<file path="config.mk">
export PLATFORM = sky130hd
export DESIGN_NAME = wam_round_scheduler
export DESIGN_NICKNAME = d
export VERILOG_FILES = /design/src/rtl/wam_round_scheduler_pkg.sv /design/src/rtl/wam_round_timer.sv /design/src/rtl/wam_round_scheduler.sv
export SDC_FILE = /design/constraint.sdc
export NUM_CORES = 1
export LEC_CHECK = 0
export BUFFER_PORTS_ARGS = -buffer_cell sky130_fd_sc_hd__buf_4
export CAP_MARGIN = 20
export CORE_UTILIZATION = 61
export CTS_CLUSTER_SIZE = 20
export DETAILED_ROUTE_END_ITERATION = 8
export HOLD_SLACK_MARGIN = 0.05
export PLACE_DENSITY = 0.86
export SYNTH_ARGS = -nofsm -noshare
export SYNTH_HDL_FRONTEND = slang
export SYNTH_HIERARCHICAL = 1
export SYNTH_SLANG_ARGS = --single-unit
</file>
<file path="constraint.sdc">
create_clock -name clk -period 7.05 [get_ports clk]
set_input_delay 0 -clock clk [delete_from_list [all_inputs] [get_ports clk]]
set_output_delay 0 -clock clk [all_outputs]
set_load 0.1 [all_outputs]
</file>
<file path="src/rtl/wam_round_scheduler_pkg.sv">
// wam_round_scheduler_pkg: FSM state encoding, mode codes, round limits and the per-level gap/on unit table
package wam_round_scheduler_pkg;
  typedef enum logic [2:0] {S_IDLE, S_GAP, S_LIT, S_SCORE, S_DONE} state_t;
  localparam logic [1:0] MODE_NORMAL = 2'b00;
  localparam logic [1:0] MODE_TIMED = 2'b01;
  localparam logic [1:0] MODE_DEATH = 2'b10;
  localparam logic [1:0] MODE_CONT = 2'b11;
  localparam logic [6:0] MAX_ROUNDS = 7'd25;
  localparam logic [6:0] MAX_ROUNDS_EXT = 7'd50;
  localparam logic [3:0] NO_POS = 4'hf;
  function automatic logic [1:0] level_of(input logic [3:0] d);
    return d == 4'b0001 ? 2'd0 : d == 4'b0010 ? 2'd1 : d == 4'b0100 ? 2'd2 : d == 4'b1000 ? 2'd3 : 2'd1;
  endfunction
  function automatic logic [7:0] gap_units(input logic [1:0] l);
    return l == 2'd0 ? 8'd8 : l == 2'd1 ? 8'd4 : l == 2'd2 ? 8'd2 : 8'd1;
  endfunction
  function automatic logic [7:0] on_units(input logic [1:0] l);
    return l == 2'd0 ? 8'd8 : l == 2'd3 ? 8'd2 : 8'd4;
  endfunction
endpackage

</file>
<file path="src/rtl/wam_round_timer.sv">
// wam_round_timer: loadable down-counter of T_UNIT-cycle units; clk/reset/load/clear/units in, done high in the last cycle of units*T_UNIT
module wam_round_timer #(
  parameter int T_UNIT = 12_500_000,
  parameter int UW = 8
) (
  input  logic          clk,
  input  logic          reset,
  input  logic          load,
  input  logic          clear,
  input  logic [UW-1:0] units,
  output logic          done
);
  localparam int PW = T_UNIT > 1 ? $clog2(T_UNIT) : 1;
  localparam logic [PW-1:0] PRE_MAX = PW'(T_UNIT - 1);
  logic [PW-1:0] pre;
  logic [UW-1:0] cnt;
  logic run;
  assign done = run && cnt == UW'(1) && pre == '0;
  always_ff @(posedge clk)
    if (reset) begin
      run <= 1'b0;
      cnt <= '0;
      pre <= '0;
    end else if (load) begin
      run <= units != '0;
      cnt <= units;
      pre <= PRE_MAX;
    end else if (clear) begin
      run <= 1'b0;
    end else if (run) begin
      pre <= pre == '0 ? PRE_MAX : pre - PW'(1);
      if (pre == '0) cnt <= cnt - UW'(1);
      if (done) run <= 1'b0;
    end
endmodule

</file>
<file path="src/rtl/wam_round_scheduler.sv">
// wam_round_scheduler: whack-a-mole game sequencer; start/difficulty/mode/extended/rnd_pos/key_valid/key_code in, lights/hits/rounds/lives_left/time_left/level/hit_pulse/miss_pulse/game_over out
module wam_round_scheduler
  import wam_round_scheduler_pkg::*;
#(
  parameter int T_UNIT = 12_500_000,
  parameter int SEC_UNITS = 4,
  parameter int GAME_SECS = 60,
  parameter int LIVES = 3
) (
  input  logic       clk,
  input  logic       reset,
  input  logic       start,
  input  logic [3:0] difficulty,
  input  logic [1:0] mode,
  input  logic       extended,
  input  logic [3:0] rnd_pos,
  input  logic       key_valid,
  input  logic [3:0] key_code,
  output logic [8:0] lights,
  output logic [5:0] hits,
  output logic [6:0] rounds,
  output logic [1:0] lives_left,
  output logic [5:0] time_left,
  output logic [1:0] level,
  output logic       hit_pulse,
  output logic       miss_pulse,
  output logic       game_over
);
  state_t state, nxt;
  logic [1:0] mode_r, start_lvl;
  logic ext_r, was_hit, go, in_game, hit, time_end, fin, rt_load, rt_done, st_done;
  logic [3:0] pos, pos_raw, pos_new;
  logic [5:0] hits_inc;
  logic [7:0] rt_units;
  assign go = start && (state == S_IDLE || state == S_DONE);
  assign in_game = state == S_GAP || state == S_LIT || state == S_SCORE;
  assign start_lvl = mode == MODE_CONT ? 2'd0 : level_of(difficulty);
  assign hit = state == S_LIT && key_valid && key_code == pos;
  assign time_end = mode_r == MODE_TIMED && (time_left == 6'd0 || (st_done && time_left == 6'd1));
  assign fin = time_end || rounds == (ext_r ? MAX_ROUNDS_EXT : MAX_ROUNDS) || (mode_r == MODE_DEATH && lives_left == 2'd0);
  assign pos_raw = rnd_pos >= 4'd9 ? rnd_pos - 4'd9 : rnd_pos;
  // never light the same mole twice in a row
  assign pos_new = pos_raw != pos ? pos_raw : pos_raw == 4'd8 ? 4'd0 : pos_raw + 4'd1;
  assign hits_inc = hits + 6'd1;
  assign lights = state == S_LIT ? 9'd1 << pos : 9'd0;
  assign hit_pulse = state == S_SCORE && was_hit;
  assign miss_pulse = state == S_SCORE && !was_hit;
  assign game_over = state == S_DONE;
  always_comb begin
    nxt = state;
    case (state)
      S_IDLE, S_DONE: nxt = start ? S_GAP : state;
      S_GAP: nxt = time_end ? S_DONE : rt_done ? S_LIT : S_GAP;
      S_LIT: nxt = time_end ? S_DONE : (hit || rt_done) ? S_SCORE : S_LIT;
      S_SCORE: nxt = fin ? S_DONE : S_GAP;
      default: nxt = S_IDLE;
    endcase
  end
  assign rt_load = (nxt == S_GAP && state != S_GAP) || (state == S_GAP && nxt == S_LIT);
  // a new game's first gap uses the level being latched this cycle
  assign rt_units = nxt == S_GAP ? gap_units(in_game ? level : start_lvl) : on_units(level);
  wam_round_timer #(.T_UNIT(T_UNIT), .UW(8)) u_round (
    .clk(clk), .reset(reset), .load(rt_load), .clear(!in_game), .units(rt_units), .done(rt_done)
  );
  wam_round_timer #(.T_UNIT(T_UNIT), .UW(8)) u_secs (
    .clk(clk), .reset(reset), .load(go || (in_game && st_done)), .clear(!in_game), .units(8'(SEC_UNITS)), .done(st_done)
  );
  always_ff @(posedge clk)
    if (reset) begin
      state <= S_IDLE;
      mode_r <= MODE_NORMAL;
      ext_r <= 1'b0;
      level <= 2'd1;
      pos <= NO_POS;
      was_hit <= 1'b0;
      hits <= '0;
      rounds <= '0;
      lives_left <= 2'(LIVES);
      time_left <= '0;
    end else begin
      state <= nxt;
      if (go) begin
        mode_r <= mode;
        ext_r <= extended;
        level <= start_lvl;
        pos <= NO_POS;
        hits <= '0;
        rounds <= '0;
        lives_left <= 2'(LIVES);
        time_left <= mode == MODE_TIMED ? 6'(GAME_SECS) : 6'd0;
      end else begin
        if (state == S_GAP && nxt == S_LIT) pos <= pos_new;
        if (nxt == S_SCORE) begin
          was_hit <= hit;
          rounds <= rounds + 7'd1;
          if (hit && hits != 6'd63) hits <= hits_inc;
          if (hit && hits != 6'd63 && mode_r == MODE_CONT && level != 2'd3 && hits_inc % 6'd5 == 6'd0) level <= level + 2'd1;
          if (!hit && mode_r == MODE_DEATH && lives_left != 2'd0) lives_left <= lives_left - 2'd1;
        end
        if (in_game && st_done && mode_r == MODE_TIMED && time_left != 6'd0) time_left <= time_left - 6'd1;
      end
    end
endmodule
</file>
==> results of run 1 <==
-- metal layers --
layer | up-vias | GRT usage (%) | wire length, um
li1 | 3126 | - | -
met2 | 249 | 50.2 | 7960
met4 | 0 | 12.3 | 299
met5 | - | 0 | 0
met1 | 3038 | 37.1 | 6980
met3 | 33 | 4.54 | 892
-- layout make-up --
cell class,instances,share of cell area (%)
Multi-Input combinational cell,669,59.5
Sequential cell,100,27.2
Timing Repair Buffer,62,6.52
Tap cell,136,2.31
Inverter,36,1.83
Clock buffer,9,1.68
Clock inverter,7,1.00
-- registers in the layout, indices dropped and copies added, names as in the netlist --
register and cells:
u_secs/run 1, u_round/cnt 8, u_secs/pre 24, hits 6
pos 4, u_round/run 1, u_secs/cnt 8, mode_r 2
was_hit 1, lives_left 2, state 3, u_round/pre 24
time_left 6, level 2, rounds 7, ext_r 1
-- metrics by stage --
| stage | std cells | area, um2 | power (mW) | worst slack (ns) | util [%] |
|---|---|---|---|---|---|
| 3_3_place_gp | 998 | 7120 | 0.889 | 2.73 | 68.4 |
| 3_5_place_dp | 998 | 7120 | 0.903 | 2.64 | 68.4 |
| 6_report | 1019 | 7370 | 1.28 | 2.53 | 70.8 |
| 5_1_grt | 1019 | 7370 | 1.34 | 2.22 | 70.8 |
| 2_1_floorplan | 852 | 6710 | 0.840 | 2.90 | - |
| 4_1_cts | 1018 | 7360 | 1.28 | 2.57 | 70.6 |
-- repair_timing --
action | 4_1_cts | 5_1_grt
gates resized for setup | 0 | 0
hold buffers | 4 | 0
hold endpoints to repair | 7 | 0
-- placed cells by master, fill, tap and decap left out, types with 14 or more instances in the layout --
cell type,count
nand2_1,56
dfxtp_1,100
nor3_1,41
ha_1,21
buf_4,57
conb_1,24
or3_1,19
xor2_1,20
nand3_1,16
o21ai_0,25
nor4_1,27
xnor2_1,31
a21oi_1,59
inv_1,36
nor2_1,96
nand3b_1,14
-- final timing paths --
path              depth (start not counted)               to            from  slack [ns]
hold reg to reg                           2            ext_r           ext_r        0.50
setup reg to reg                         14  u_round/pre[23]  u_secs/pre[18]        2.53
hold / removal                            5           pos[3]      rnd_pos[2]        0.19
setup / recovery                         14  u_round/pre[23]  u_secs/pre[18]        2.53
-- synthesized netlist by cell type (5+ instances only) --
cell type and number:
dfxtp_1 100, nor2_1 96, a21oi_1 59, nand2_1 56, nor3_1 41, clkbuf_1 39
inv_1 36, xnor2_1 31, nor4_1 27, o21ai_0 25, ha_1 21, xor2_1 20
or3_1 19, nand3_1 16, nand3b_1 14, a211oi_1 12, nand4_1 12, or4_1 12
and3_1 11, nand2b_1 11, a41o_1 9, mux2i_1 9, nor4_2 8, a311oi_1 7
a31oi_1 7, a21o_1 6, a32o_1 6, and2_1 6, o211ai_1 6, or2_2 6
buf_2 5, nor2b_1 5
-- worst max-delay path, delay by kind of cell, from the launching register on --
family | cells | cell delay, ns
AND/OR/NAND/NOR | 8 | 2.53
buffers and inverters | 3 | 1.14
AO/OA/AOI/OAI | 3 | 0.32
flip-flops | 1 | 0.36
-- power groups by stage --
stage          Clock [mW]  Combinational (mW)  Sequential (mW)
2_1_floorplan           0               0.186            0.654
3_3_place_gp            0               0.247            0.642
3_5_place_dp            0               0.260            0.644
4_1_cts             0.382               0.264            0.631
5_1_grt             0.407               0.295            0.637
6_report            0.378               0.268            0.633
-- cells by family after synthesis --
logic type | after synthesis | share of synthesized area, %
buf+inv | 83 | 4.97
compound gates | 186 | 20.1
fa+ha+maj | 21 | 3.97
flops | 100 | 30.2
mux | 14 | 2.21
other cells | 2 | 0.113
simple gates | 373 | 31.7
xor+xnor | 51 | 6.74
==> metrics.md, run 1 <==
| Metric | Value |
|---|---|
| Skew final | `0.00748 ns` |
| RSZ-0062 raised after global routing | `false` |
| TritonCTS Buffers | `9` |
| Die Wd | `~110 um` |
| Sw frac | `32.9%` |
| Clk network pwr share | `29.5%` |
| Share of layout cells above drive strength 1 | `between 10% and 20%` |
| Leakage power | `about 2.8 nW` |
| CTS tree | `yes` |
| Final Max Tran Viols | `0` |
| CP startpoint kind | `register` |
| DRT Pass-1 Iters | `5` |
| #FFs+latches synth | `100` |
| Critical Path End Type | `register` |
| Post-CTS setup buffer count | `0` |
| Yosys warns | `6` |
| Core area | `10400 um2` |
| Fin Hold WS | `0.195 ns` |
| Vias in the first global route | `6108` |
| Multi-input gate area | `around 4400 um2` |
| DP HPWL | `~11000 um` |
| Overall global routing resource usage | `29.5%` |
| Largest net degree at the start of global routing | `73` |
| Final GP Congestion | `0.868` |
| H-tree levels | `3` |
| Fin Setup TNS | `0 ns` |
| Crit path largest cell delay | `0.67 ns` |
| Vias per cell | `6.33` |
| Number of max-cap violations | `0` |
| Mapped Cells | `between 800 and 900` |
| Comb power frac | `21.0%` |
| Cell taking the most area after synthesis | `dfxtp_1` |
| CP Class | `reg -> reg` |
| Sequential power share | `49.5%` |
| Internal power | `0.859 mW` |
| Final period util | `about 64%` |
| Crit path required time | `7.27 ns` |
| Slew headroom | `about 34%` |
| Rows | `37` |
| Switching power | `around 0.42 mW` |
| Count of final hold-check violations | `0` |
| Die area | `11300 um2` |
| EDFF count, synth | `0` |
| Critical Path Slowest Stage Cell | `inv_1` |
| Clk sinks | `100` |
| ANT cells | `0` |
| Worst EP arrival | `4.74 ns` |
| Final WL | `16100 um` |
| Wirelength per Cell | `15.8 um` |
| Status | `complete, no violations` |
| Max FO, Critical Path | `30` |
| Die span in y | `106 um` |
| Mean Syn Cell Area | `7.98 um2` |
| Post-synthesis sequential area ratio | `a little under a third` |
| Worst slew pin tran | `0.982 ns` |
| Final setup violating endpoints | `0` |
| Clock Latency Late Sink | `0.37 ns` |
| Drt drc | `0` |
| Vias | `6446` |
| F_max | `221 MHz` |
| Hold/Removal Path Class | `in -> reg` |
| Crit path time final | `roughly 4.5 ns` |
| Most used flip-flop cell after synthesis | `dfxtp_1` |
| Synthesized cell area | `approximately 6600 um2` |
| Starting Density | `63.6%` |
| Post-synthesis cell type count | `77` |
| Bufs on Longest Clock Path | `2` |
| Max IR drop VDD | `0.114 mV` |
| Iter 0 DRT Violations | `534` |
| Num ports | `54` |
| Root Driver | `clkbuf_8` |
| Main area contributors after synthesis | `dfxtp_1, nor2_1, a21oi_1` |
| First-pass GRT wire length | `27400 um` |
| Grt total ovfl | `0` |
| Post-DRT Antenna Nets | `0` |
| Fillcell total | `between 800 and 900` |
| Post-synth top area share | `30.2%` |
| P per Cell Area | `approximately 170 nW/um2` |
| Number of antenna violations at the first check in global routing | `0` |
| Nets | `~920` |
| FFs w/ async S/R, synth | `0%` |
| Buffers on Ports | `53` |
| Crit path cell chain | `or4_4 -> or2_1 -> or4_1 -> nor2_1 -> a21oi_1 -> nor4bb_1 -> buf_4 -> nor2_1 -> nand2_1 -> o311ai_2 -> buf_4 -> inv_1 -> and3_1 -> a2111oi_1` |
| Clk slew on worst S/H paths | `0.10 ns` |
| Register Area | `approximately 2000 um2` |
| Layout Area Growth over Synthesis | `11.2%` |
Note: power is estimated with default switching activity, not from simulation.
==> inputs of run 2 (changes only) <==
--- a/config.mk
+++ b/config.mk
@@ -5,13 +5,14 @@
 export SDC_FILE = /design/constraint.sdc
 export NUM_CORES = 1
 export LEC_CHECK = 0
+export ABC_AREA = 1
 export BUFFER_PORTS_ARGS = -buffer_cell sky130_fd_sc_hd__buf_4
 export CAP_MARGIN = 20
-export CORE_UTILIZATION = 61
+export CORE_UTILIZATION = 55
 export CTS_CLUSTER_SIZE = 20
 export DETAILED_ROUTE_END_ITERATION = 8
 export HOLD_SLACK_MARGIN = 0.05
-export PLACE_DENSITY = 0.86
+export PLACE_DENSITY = 0.82
 export SYNTH_ARGS = -nofsm -noshare
 export SYNTH_HDL_FRONTEND = slang
 export SYNTH_HIERARCHICAL = 1
==> constraint.sdc (replaced) <==
create_clock -name clk -period 3.86 [get_ports clk]
set_input_delay 0 -clock clk [delete_from_list [all_inputs] [get_ports clk]]
set_output_delay 0 -clock clk [all_outputs]
set_load 0.1 [all_outputs]
==> run 2 against run 1 <==
Register-to-register slack got worse by 1.7 ns. Synthesized area grew 2.8%. Global-route usage shrank 4.4 points. Critical endpoint is now u_round/run.
==> metrics.md, run 2 <==
| Metric | Value |
|---|---|
| Status | `complete, no violations (unchanged)` |
| Slew headroom | `33.9% (was 34.1%)` |
| Placed cell count | `1309 (was 998)` |
| Slack of the critical path | `0.849 ns (was 2.53 ns)` |
| Main area contributors after synthesis | `dfxtp_1, nand2_1, inv_1 (was dfxtp_1, nor2_1, a21oi_1)` |
| Leakage power | `3.83 nW (was 2.78 nW)` |
| Synthesized cell area | `6810 um2 (was 6630 um2)` |
| Mean Syn Cell Area | `6.30 um2 (was 7.98 um2)` |
| Rows | `40 (was 37)` |
| Pre-CTS WS | `0.860 ns (was 2.64 ns)` |
| Clk sinks | `100 (unchanged)` |
| Most frequent cells in the layout | `nand2_1, inv_1, nor2_1 (was dfxtp_1, nor2_1, a21oi_1)` |
| Cell taking the most area after synthesis | `dfxtp_1 (unchanged)` |
| Post-synthesis cell type count | `45 (was 77)` |
| Crit Reg-Reg Startpoint | `u_secs/pre[1] (was u_secs/pre[18])` |
| FFs w/ async S/R, synth | `0% (unchanged)` |
| Number of antenna violations at the first check in global routing | `0 (unchanged)` |
| Vias in the first global route | `6041 (was 6108)` |
| P per Cell Area | `361 nW/um2 (was 174 nW/um2)` |
| H-tree levels | `3 (unchanged)` |
| Min-Delay Path Depth | `5 (unchanged)` |
| Post-synth top area share | `29.4% (was 30.2%)` |
| ANT cells | `0 (unchanged)` |
| Clk network pwr share | `33.1% (was 29.5%)` |
| Worst slew pin tran | `0.988 ns (was 0.982 ns)` |
| Share of layout cells above drive strength 1 | `11.4% (was 13.0%)` |
| Comb power frac | `25.2% (was 21.0%)` |
| Switching power | `0.961 mW (was 0.420 mW)` |
| Starting Density | `56.5% (was 63.6%)` |
| Worst EP arrival | `3.25 ns (was 4.74 ns)` |
| Count of final hold-check violations | `0 (unchanged)` |
| Wirelength per Cell | `11.9 um (was 15.8 um)` |
| Sequential power share | `41.7% (was 49.5%)` |
| Fin Setup TNS | `0 ns (unchanged)` |
| #FFs+latches synth | `100 (unchanged)` |
| Reg2reg path depth | `17 (was 14)` |
| Nets | `1197 (was 918)` |
| EDFF count, synth | `0 (unchanged)` |
| Yosys warns | `6 (unchanged)` |
| Post-DRT Antenna Nets | `0 (unchanged)` |
| Crit path time final | `3.01 ns (was 4.52 ns)` |
| Overall global routing resource usage | `25.2% (was 29.5%)` |
| Most used flip-flop cell after synthesis | `dfxtp_1 (unchanged)` |
| Hold EP | `was_hit (was pos[3])` |
| Max IR drop VDD | `0.327 mV (was 0.114 mV)` |
| Largest regs | `u_round/pre x24, u_secs/pre x24 (unchanged)` |
| Bufs on Longest Clock Path | `2 (unchanged)` |
| Sw frac | `34.1% (was 32.9%)` |
| Most common cell after layout, fill and taps aside | `nand2_1 (was dfxtp_1)` |
| Hold/Removal Path Class | `in -> reg (unchanged)` |
| Final period util | `78.0% (was 64.2%)` |
| Vias per cell | `5.13 (was 6.33)` |
| CP Class | `reg -> reg (unchanged)` |
| Crit path required time | `4.10 ns (was 7.27 ns)` |
| Iter 0 DRT Violations | `347 (was 534)` |
| Clock Latency Late Sink | `0.35 ns (was 0.37 ns)` |
| Mapped Cells | `1082 (was 830)` |
| Fillcell total | `1092 (was 821)` |
| Critical Path End Type | `register (unchanged)` |
| Final GP Congestion | `0.912 (was 0.868)` |
| CTS tree | `yes (unchanged)` |
| F_max | `332 MHz (was 221 MHz)` |
| Vias | `6818 (was 6446)` |
| Post-synth top cells | `nand2_1, inv_1, nor2_1 (was dfxtp_1, nor2_1, a21oi_1)` |
| DP HPWL | `11600 um (was 11400 um)` |
| Grt total ovfl | `0 (unchanged)` |
| Clk slew on worst S/H paths | `0.07 ns (was 0.10 ns)` |
| CP startpoint kind | `register (unchanged)` |
| Layout Area Growth over Synthesis | `14.3% (was 11.2%)` |
| Post-synthesis sequential area ratio | `29.4% (was 30.2%)` |
| Final cell count without fillers | `1330 (was 1019)` |
| Root Driver | `clkbuf_16 (was clkbuf_8)` |
| Number of max-cap violations | `0 (unchanged)` |
| Reg-to-reg slack, setup | `0.85 ns (was 2.53 ns)` |
| Die span in y | `113 um (was 106 um)` |
| DRT Pass-1 Iters | `5 (unchanged)` |
| Die area | `12800 um2 (was 11300 um2)` |
| Final setup violating endpoints | `0 (unchanged)` |
| Final Max Tran Viols | `0 (unchanged)` |
| Internal power | `1.86 mW (was 0.859 mW)` |
| Skew final | `0.00651 ns (was 0.00748 ns)` |
| TritonCTS Buffers | `9 (unchanged)` |
| Most frequent cell after synthesis | `nand2_1 (was dfxtp_1)` |
| RSZ-0062 raised after global routing | `false (unchanged)` |
| Num ports | `54 (unchanged)` |
| Post-CTS sizing | `0 (unchanged)` |
| Drt drc | `0 (unchanged)` |
| Max FO, Critical Path | `7 (was 30)` |
| Worst reg2reg path endpoint | `u_round/run (was u_round/pre[23])` |
| Core area | `12100 um2 (was 10400 um2)` |
| Largest net degree at the start of global routing | `32 (was 73)` |
| Final WL | `15800 um (was 16100 um)` |
| Worst Hold Launch | `key_valid (was rnd_pos[2])` |
| Design Power | `2.82 mW (was 1.28 mW)` |
| Die Wd | `113 um (was 106 um)` |
| Buffers on Ports | `53 (unchanged)` |
| First-pass GRT wire length | `26700 um (was 27400 um)` |
| Fin Hold WS | `0.124 ns (was 0.195 ns)` |
==> run 2: cells by family after synthesis <==
kind of cell,share of synthesized area [%]
other cells,0.110
simple gates,39.8
xor+xnor,3.98
buf+inv,10.9
flops,29.4
fa+ha+maj,3.86
compound gates,11.8
mux,0.147
==> run 2: worst max path at each step <==
stage | start | to | slack, ns | cells after the start
2_1_floorplan | pos[1] | lights[8] | 0.49 | 3
3_3_place_gp | u_secs/pre[1] | u_round/pre[18] | 0.88 | 16
3_5_place_dp | u_secs/pre[1] | u_round/run | 0.86 | 17
4_1_cts | u_secs/pre[1] | u_round/run | 0.85 | 17
5_1_grt | u_round/pre[1] | u_round/pre[17] | 0.51 | 17
6_report | u_secs/pre[1] | u_round/run | 0.85 | 17
==> run 2: critical path, stage by stage (launching register included) <==
cell	delay [ns]
dfxtp_1	0.31
inv_1	0.08
ha_1	0.20
nand2_2	0.10
nor2_4	0.21
nand3_1	0.18
nor2_1	0.18
a21oi_1	0.11
nor3_2	0.25
inv_1	0.16
a21oi_1	0.26
nand2_1	0.16
nand2_1	0.08
o21ai_0	0.12
nor4_1	0.29
nand2_1	0.09
nand2_1	0.06
a21oi_1	0.06
==> run 2: layout make-up <==
type / count / area (um2) / area share [%]
repair buffers: 64 / 490 / 6.30
inverters: 169 / 634 / 8.14
clock buffers: 10 / 239 / 3.07
clock inverters: 6 / 63.8 / 0.819
multi-input cells: 813 / 4150 / 53.3
flip-flops and latches: 100 / 2000 / 25.7
well taps: 168 / 210 / 2.70
==> run 2: power by group through the flow <==
stage / clock [mW] / sequential [mW] / combinational, mW
finish: 0.932 / 1.17 / 0.710
global route: 0.994 / 1.18 / 0.805
CTS: 0.947 / 1.17 / 0.706
detailed placement: 0 / 1.20 / 0.697
global placement: 0 / 1.19 / 0.684
floorplan: 0 / 1.23 / 0.502
==> run 2: stage by stage <==
stage | instance area, um2 | utilization [%]
2_1_floorplan | 6900 | -
3_3_place_gp | 7430 | 61.6
3_5_place_dp | 7440 | 61.7
4_1_cts | 7790 | 64.6
5_1_grt | 7790 | 64.6
6_report | 7790 | 64.6
==> run 2: routing by layer <==
metal	GRT usage (%)	wire, um
met1	33.5	7700
met3	3.43	525
met4	6.93	195
met5	0	0
met2	42.7	7410
==> run 2: repair_timing <==
| action | in CTS | in global routing |
|---|---|---|
| endpoints found under the hold margin | 9 | 0 |
| setup endpoints to repair | 0 | 0 |
| hold buffers | 5 | 0 |
| setup buffers | 0 | 0 |
